--- config.mk ---
export PLATFORM = sky130hd
export DESIGN_NAME = dutb_result_tracker
export DESIGN_NICKNAME = d
export VERILOG_FILES = /design/src/rtl/dutb_result_tracker.sv
export SDC_FILE = /design/constraint.sdc
export NUM_CORES = 1
export LEC_CHECK = 0
export ABC_AREA = 1
export CAP_MARGIN = 10
export CORE_AREA = 2 2 204 206
export CTS_CLUSTER_SIZE = 8
export DETAILED_ROUTE_END_ITERATION = 12
export DIE_AREA = 0 0 206 208
export SETUP_SLACK_MARGIN = 0.4
export SLEW_MARGIN = 10
export SYNTH_ARGS = -nofsm -noshare
export SYNTH_HDL_FRONTEND = slang
export SYNTH_SLANG_ARGS = --single-unit
--- constraint.sdc ---
create_clock -name clk -period 11.3 [get_ports clk]
set_clock_uncertainty 0.15 [all_clocks]
set_input_delay 1.695 -clock clk [delete_from_list [all_inputs] [get_ports clk]]
set_output_delay 1.695 -clock clk [all_outputs]
set_load 0.005 [all_outputs]
--- src/rtl/dutb_result_tracker.sv ---
// Result tracker: accepts pass/fail verdicts after a warm-up window, counts them,
// emits milestone pulses and raises sticky stop/done run-control flags.
module dutb_result_tracker #(
    parameter int unsigned P_RSTN_LENGTH      = 33,
    parameter int unsigned P_MAX_FAIL_NUM     = 16,
    parameter int unsigned P_MILESTONE_LENGTH = 10,
    parameter int unsigned P_CNT_W            = 32
) (
    input  logic               clk,
    input  logic               rst,
    input  logic               clear,
    input  logic [P_CNT_W-1:0] cfg_total,
    input  logic               res_valid,
    input  logic               res_pass,
    output logic               res_ready,
    output logic [P_CNT_W-1:0] pass_cnt,
    output logic [P_CNT_W-1:0] fail_cnt,
    output logic [P_CNT_W-1:0] total_cnt,
    output logic               milestone,
    output logic [P_CNT_W-1:0] milestone_idx,
    output logic               stop_req,
    output logic               done,
    output logic               busy
);

    localparam int unsigned WU_W = (P_RSTN_LENGTH > 1) ? $clog2(P_RSTN_LENGTH) : 1;
    localparam int unsigned MS_W = (P_MILESTONE_LENGTH > 1) ? $clog2(P_MILESTONE_LENGTH) : 1;
    localparam logic [WU_W-1:0] WU_LAST =
        WU_W'((P_RSTN_LENGTH > 0) ? P_RSTN_LENGTH - 1 : 0);
    localparam logic [MS_W-1:0] MS_LAST =
        MS_W'((P_MILESTONE_LENGTH > 0) ? P_MILESTONE_LENGTH - 1 : 0);

    typedef enum logic [1:0] {
        S_WARMUP,
        S_RUN,
        S_STOP,
        S_DONE
    } state_t;

    state_t             r_state;
    state_t             w_state_nxt;
    logic [WU_W-1:0]    r_wu_cnt;
    logic [MS_W-1:0]    r_ms_mod;
    logic [P_CNT_W-1:0] r_pass;
    logic [P_CNT_W-1:0] r_fail;
    logic [P_CNT_W-1:0] r_total;
    logic [P_CNT_W-1:0] r_ms_idx;
    logic               r_ms;
    logic               r_stop;
    logic               r_done;

    logic               w_acc;
    logic               w_tot_inc;
    logic               w_wu_end;
    logic               w_stop_hit;
    logic               w_done_hit;
    logic               w_ms_hit;
    logic [P_CNT_W-1:0] w_pass_nxt;
    logic [P_CNT_W-1:0] w_fail_nxt;
    logic [P_CNT_W-1:0] w_tot_nxt;

    assign res_ready     = (r_state == S_RUN);
    assign busy          = (r_state == S_WARMUP) || (r_state == S_RUN);
    assign pass_cnt      = r_pass;
    assign fail_cnt      = r_fail;
    assign total_cnt     = r_total;
    assign milestone     = r_ms;
    assign milestone_idx = r_ms_idx;
    assign stop_req      = r_stop;
    assign done          = r_done;

    // clear wins over a verdict presented in the same cycle
    assign w_acc     = res_valid & res_ready & ~clear;
    assign w_tot_inc = w_acc & (r_total != '1);
    assign w_wu_end  = (P_RSTN_LENGTH == 0) || (r_wu_cnt == WU_LAST);

    assign w_pass_nxt = (w_acc && res_pass && r_pass != '1) ? r_pass + 1'b1 : r_pass;
    assign w_fail_nxt = (w_acc && !res_pass && r_fail != '1) ? r_fail + 1'b1 : r_fail;
    assign w_tot_nxt  = w_tot_inc ? r_total + 1'b1 : r_total;

    assign w_stop_hit = (P_MAX_FAIL_NUM != 0) && w_acc && !res_pass &&
                        (64'(w_fail_nxt) == 64'(P_MAX_FAIL_NUM));
    // a saturated total never increments, so it can never match cfg_total
    assign w_done_hit = w_tot_inc && (cfg_total != '0) && (w_tot_nxt == cfg_total);
    assign w_ms_hit   = (P_MILESTONE_LENGTH != 0) && w_tot_inc && (r_ms_mod == MS_LAST);

    always_comb begin
        w_state_nxt = r_state;
        case (r_state)
            S_WARMUP: begin
                if (w_wu_end) w_state_nxt = S_RUN;
            end
            S_RUN: begin
                if (w_stop_hit)      w_state_nxt = S_STOP;
                else if (w_done_hit) w_state_nxt = S_DONE;
            end
            default: w_state_nxt = r_state;
        endcase
        if (clear) w_state_nxt = S_WARMUP;
    end

    always_ff @(posedge clk or posedge rst) begin
        if (rst) begin
            r_state  <= S_WARMUP;
            r_wu_cnt <= '0;
            r_ms_mod <= '0;
            r_pass   <= '0;
            r_fail   <= '0;
            r_total  <= '0;
            r_ms_idx <= '0;
            r_ms     <= 1'b0;
            r_stop   <= 1'b0;
            r_done   <= 1'b0;
        end else if (clear) begin
            r_state  <= S_WARMUP;
            r_wu_cnt <= '0;
            r_ms_mod <= '0;
            r_pass   <= '0;
            r_fail   <= '0;
            r_total  <= '0;
            r_ms_idx <= '0;
            r_ms     <= 1'b0;
            r_stop   <= 1'b0;
            r_done   <= 1'b0;
        end else begin
            r_state <= w_state_nxt;
            if (r_state == S_WARMUP && !w_wu_end) r_wu_cnt <= r_wu_cnt + 1'b1;
            else                                  r_wu_cnt <= '0;
            if (w_tot_inc) begin
                if (r_ms_mod == MS_LAST) r_ms_mod <= '0;
                else                     r_ms_mod <= r_ms_mod + 1'b1;
            end
            r_pass  <= w_pass_nxt;
            r_fail  <= w_fail_nxt;
            r_total <= w_tot_nxt;
            r_ms    <= w_ms_hit;
            if (w_ms_hit && r_ms_idx != '1) r_ms_idx <= r_ms_idx + 1'b1;
            r_stop  <= r_stop | w_stop_hit;
            r_done  <= r_done | w_done_hit;
        end
    end

endmodule

==> results.cfg <==
[outcome]
outcome = finished clean

[global_route]
grt.total_usage = 0.164
antenna_found_initial = 0
wire_length_of_the_first_global_routing_pass_um = 55700
groute.layer.met2.usage = 0.269
grt_max_degree = 85
grt_util_met1 = 0.215
first_global_vias = 10500
gr-total-overflow = 0
grt_use_met3 = 0.0294
grt-busiest-layer = met2

[worst_setup_path]
startpoint_type = input port
worstRegToRegCells = 17
criticalPathCategory = input port to flip-flop
critical_path_arrival_ps = 4620
rr_endpoint = r_state[1]
regToRegSetupSlack_ps = 7740
timing.critical_path.fanout_max = 54
worstReg2RegStart = fail_cnt[0]
cp.required_ps = 11530
setup.worst_path.end_class = flip-flop

[clock_tree]
cts_tree = built
worst_case_clock_buffer_depth = 2
worst_setup_hold_path_clk_slew_ps = 60
clock_tree.htree_level_count = 4
ctsRootBufferMaster = clkbuf_16
post_cts_resize_count = 0
clock_sink_count = 143
post-cts-setup-buffer-count = 0
ctsHoldBuffers = 0
insertion_delay_ps = 450
cts_inserted_buffers = 17

[synth]
synth_cell_types = 47
synth-warning-count = 0
asyncSetResetFlopFracSynth = 1.00
dominantRegCellSynth = dfrtp_1
synth_largest_type_area_fraction = 0.356
synthMostInstantiatedCell = nand2_1
seq_area_frac_synth = 0.356
synth.area.top_cells = dfrtp_1, nand2_1, nor2_1
post_synth.cell_area_avg_um2 = 6.41
largest_area_contributor_in_the_netlist = dfrtp_1
netlist_top_cells_count = nand2_1, nor2_1, inv_1, dfrtp_1, nand3_1
yosys_register_bits = 143
synth_edf_count = 0
syn_area_mm2 = 0.0101
synthesis.instances = 1570
postSynthNetCount = 1615

[die]
start_util = 0.248
top_level_ports = 170
row_count = 74
floorplan.core_area_mm2 = 0.0406
dieHeight_um = 208
fp.dieArea_mm2 = 0.0428
die_w_um = 206

[route]
via_per_inst = 4.70
wl_um = 34400
detail_route.drc_violations = 0
drtIter0Drc = 720
postRouteAntennaNets = 0
detailroute.via_count = 10700
wl_per_cell_um = 15.1
detailedRoute.firstPassIterationCount = 5

[timing]
slew_at_the_pin_closest_to_its_max_slew_limit_ps = 1010
max_clock_freq_ghz = 0.228
setup_viol = 0
timing.setup.tns_ps = 0
slew_headroom = 0.317
grt_setup_unrepaired = no
fin_crit_ps = 4390
final_hold_viol_count = 0
drv_slew = 0
min_period_over_period = 0.388

[placement]
detailed_place_hpwl_um = 26100
buffer_ports.inserted = 169
numPlacedInstances = 2246
routabilityCongestion = 0.884

[hold_path]
worst_hold_startpoint = r_wu_cnt[0]
hold_path_class = flip-flop to flip-flop
worstHoldEndpoint = r_wu_cnt[0]
hold_depth = 1

[power]
power_density_mw_per_mm2 = 92.6
peakVddDrop_mv = 0.102
p_leak_nw = 5.40

[finish]
synthToLayoutAreaGrowth_pct = 28.0
post_route_cells_drive_above_1_share = 0.0452
utilization = 0.318
layoutNonFillerInstCount = 2278
final_nets = 1778
diodes = 0

[flow_run]
max_cap_viol_count = 0
==> cell usage in the layout, fill, tap and decap left out, drive strengths merged, types with 3 or more instances in the layout <==
cell type,netlist,layout
nor2,257,257
inv,212,212
buf,13,4
nand3b,8,8
o21a,4,4
nand2,504,504
or2,3,3
o31ai,9,9
nor3b,5,5
and3,3,3
clkinv,0,7
dfrtp,143,143
nand4,41,41
nor4,11,11
clkdlybuf4s50,0,168
nor3,46,46
xor2,24,24
xnor2,9,9
a21oi,61,61
ha,8,8
clkinvlp,0,5
nand3,126,126
a31oi,6,6
clkbuf,15,18
a211oi,3,3
o21ai,45,45
==> metal layers <==
metal	vias to the layer above	wire length, um
li1	5356	-
met1	5020	15900
met2	285	16000
met3	40	1730
met4	0	773
met5	-	0
==> cells by family after synthesis <==
kind of cell             Yosys count  synth area share
AO/OA/AOI/OAI                    140            0.0792
XOR/XNOR                          34            0.0310
adder cells (fa/ha/maj)            8           0.00995
buffers and inverters            240            0.0940
flip-flops                       143             0.356
AND/OR/NAND/NOR                 1005             0.430
==> layout make-up <==
class                   instances  area, um2
flip-flops and latches        143       3580
inverters                     212        801
fillers                      4467      27700
well taps                     532        666
multi-input cells            1187       5540
clock inverters                14        144
repair buffers                172       1710
clock buffers                  18        439
==> stage by stage <==
stage                     cell area (um2)  total power [mW]  hold slack [ps]  setup slack [ps]
after floorplan                     10100             0.585              305              5620
after global placement              12300             0.628              327              6520
after detailed placement            12300             0.630              339              6410
after CTS                           12900              1.21              348              6890
after global routing                12900              1.24              374              6610
final                               12900              1.19              345              6910
==> worst max-delay path by stage <==
| stage | slack (ps) | start | endpoint | cells after the start |
|---|---|---|---|---|
| after detailed placement | 6410 | clear | r_state[1] | 16 |
| after CTS | 6890 | clear | r_state[1] | 16 |
| after global routing | 6610 | res_valid | pass_cnt[24] | 12 |
| after global placement | 6520 | clear | r_state[1] | 16 |
| after floorplan | 5620 | rst | done | 1 |
| final | 6910 | clear | r_state[1] | 16 |
==> sequential cells by signal (all words and copies together) (netlist names) <==
| register | count |
|---|---|
| milestone_idx | 32 |
| pass_cnt | 32 |
| r_wu_cnt | 6 |
| milestone | 1 |
| done | 1 |
| fail_cnt | 32 |
| stop_req | 1 |
| r_state | 2 |
| r_ms_mod | 4 |
| total_cnt | 32 |
==> critical path, stage by stage <==
cell and delay [ps]:
buf_4 300, nor2_2 230, nand3_1 240, nor2_4 400
nand2_4 260, inv_2 390, nand3_1 120, nand2_1 110
nand2_1 50, nor2_1 160, nand3_1 100, nor2_1 240
nor2_1 70, nand2_1 70, nand2_1 60, nor2_2 80
==> power breakdown <==
group / switching (mW) / internal, mW
clock: 0.245 / 0.329
sequential: 0.00811 / 0.517
combinational: 0.0591 / 0.0346
Note: power is estimated with default switching activity, not from simulation.
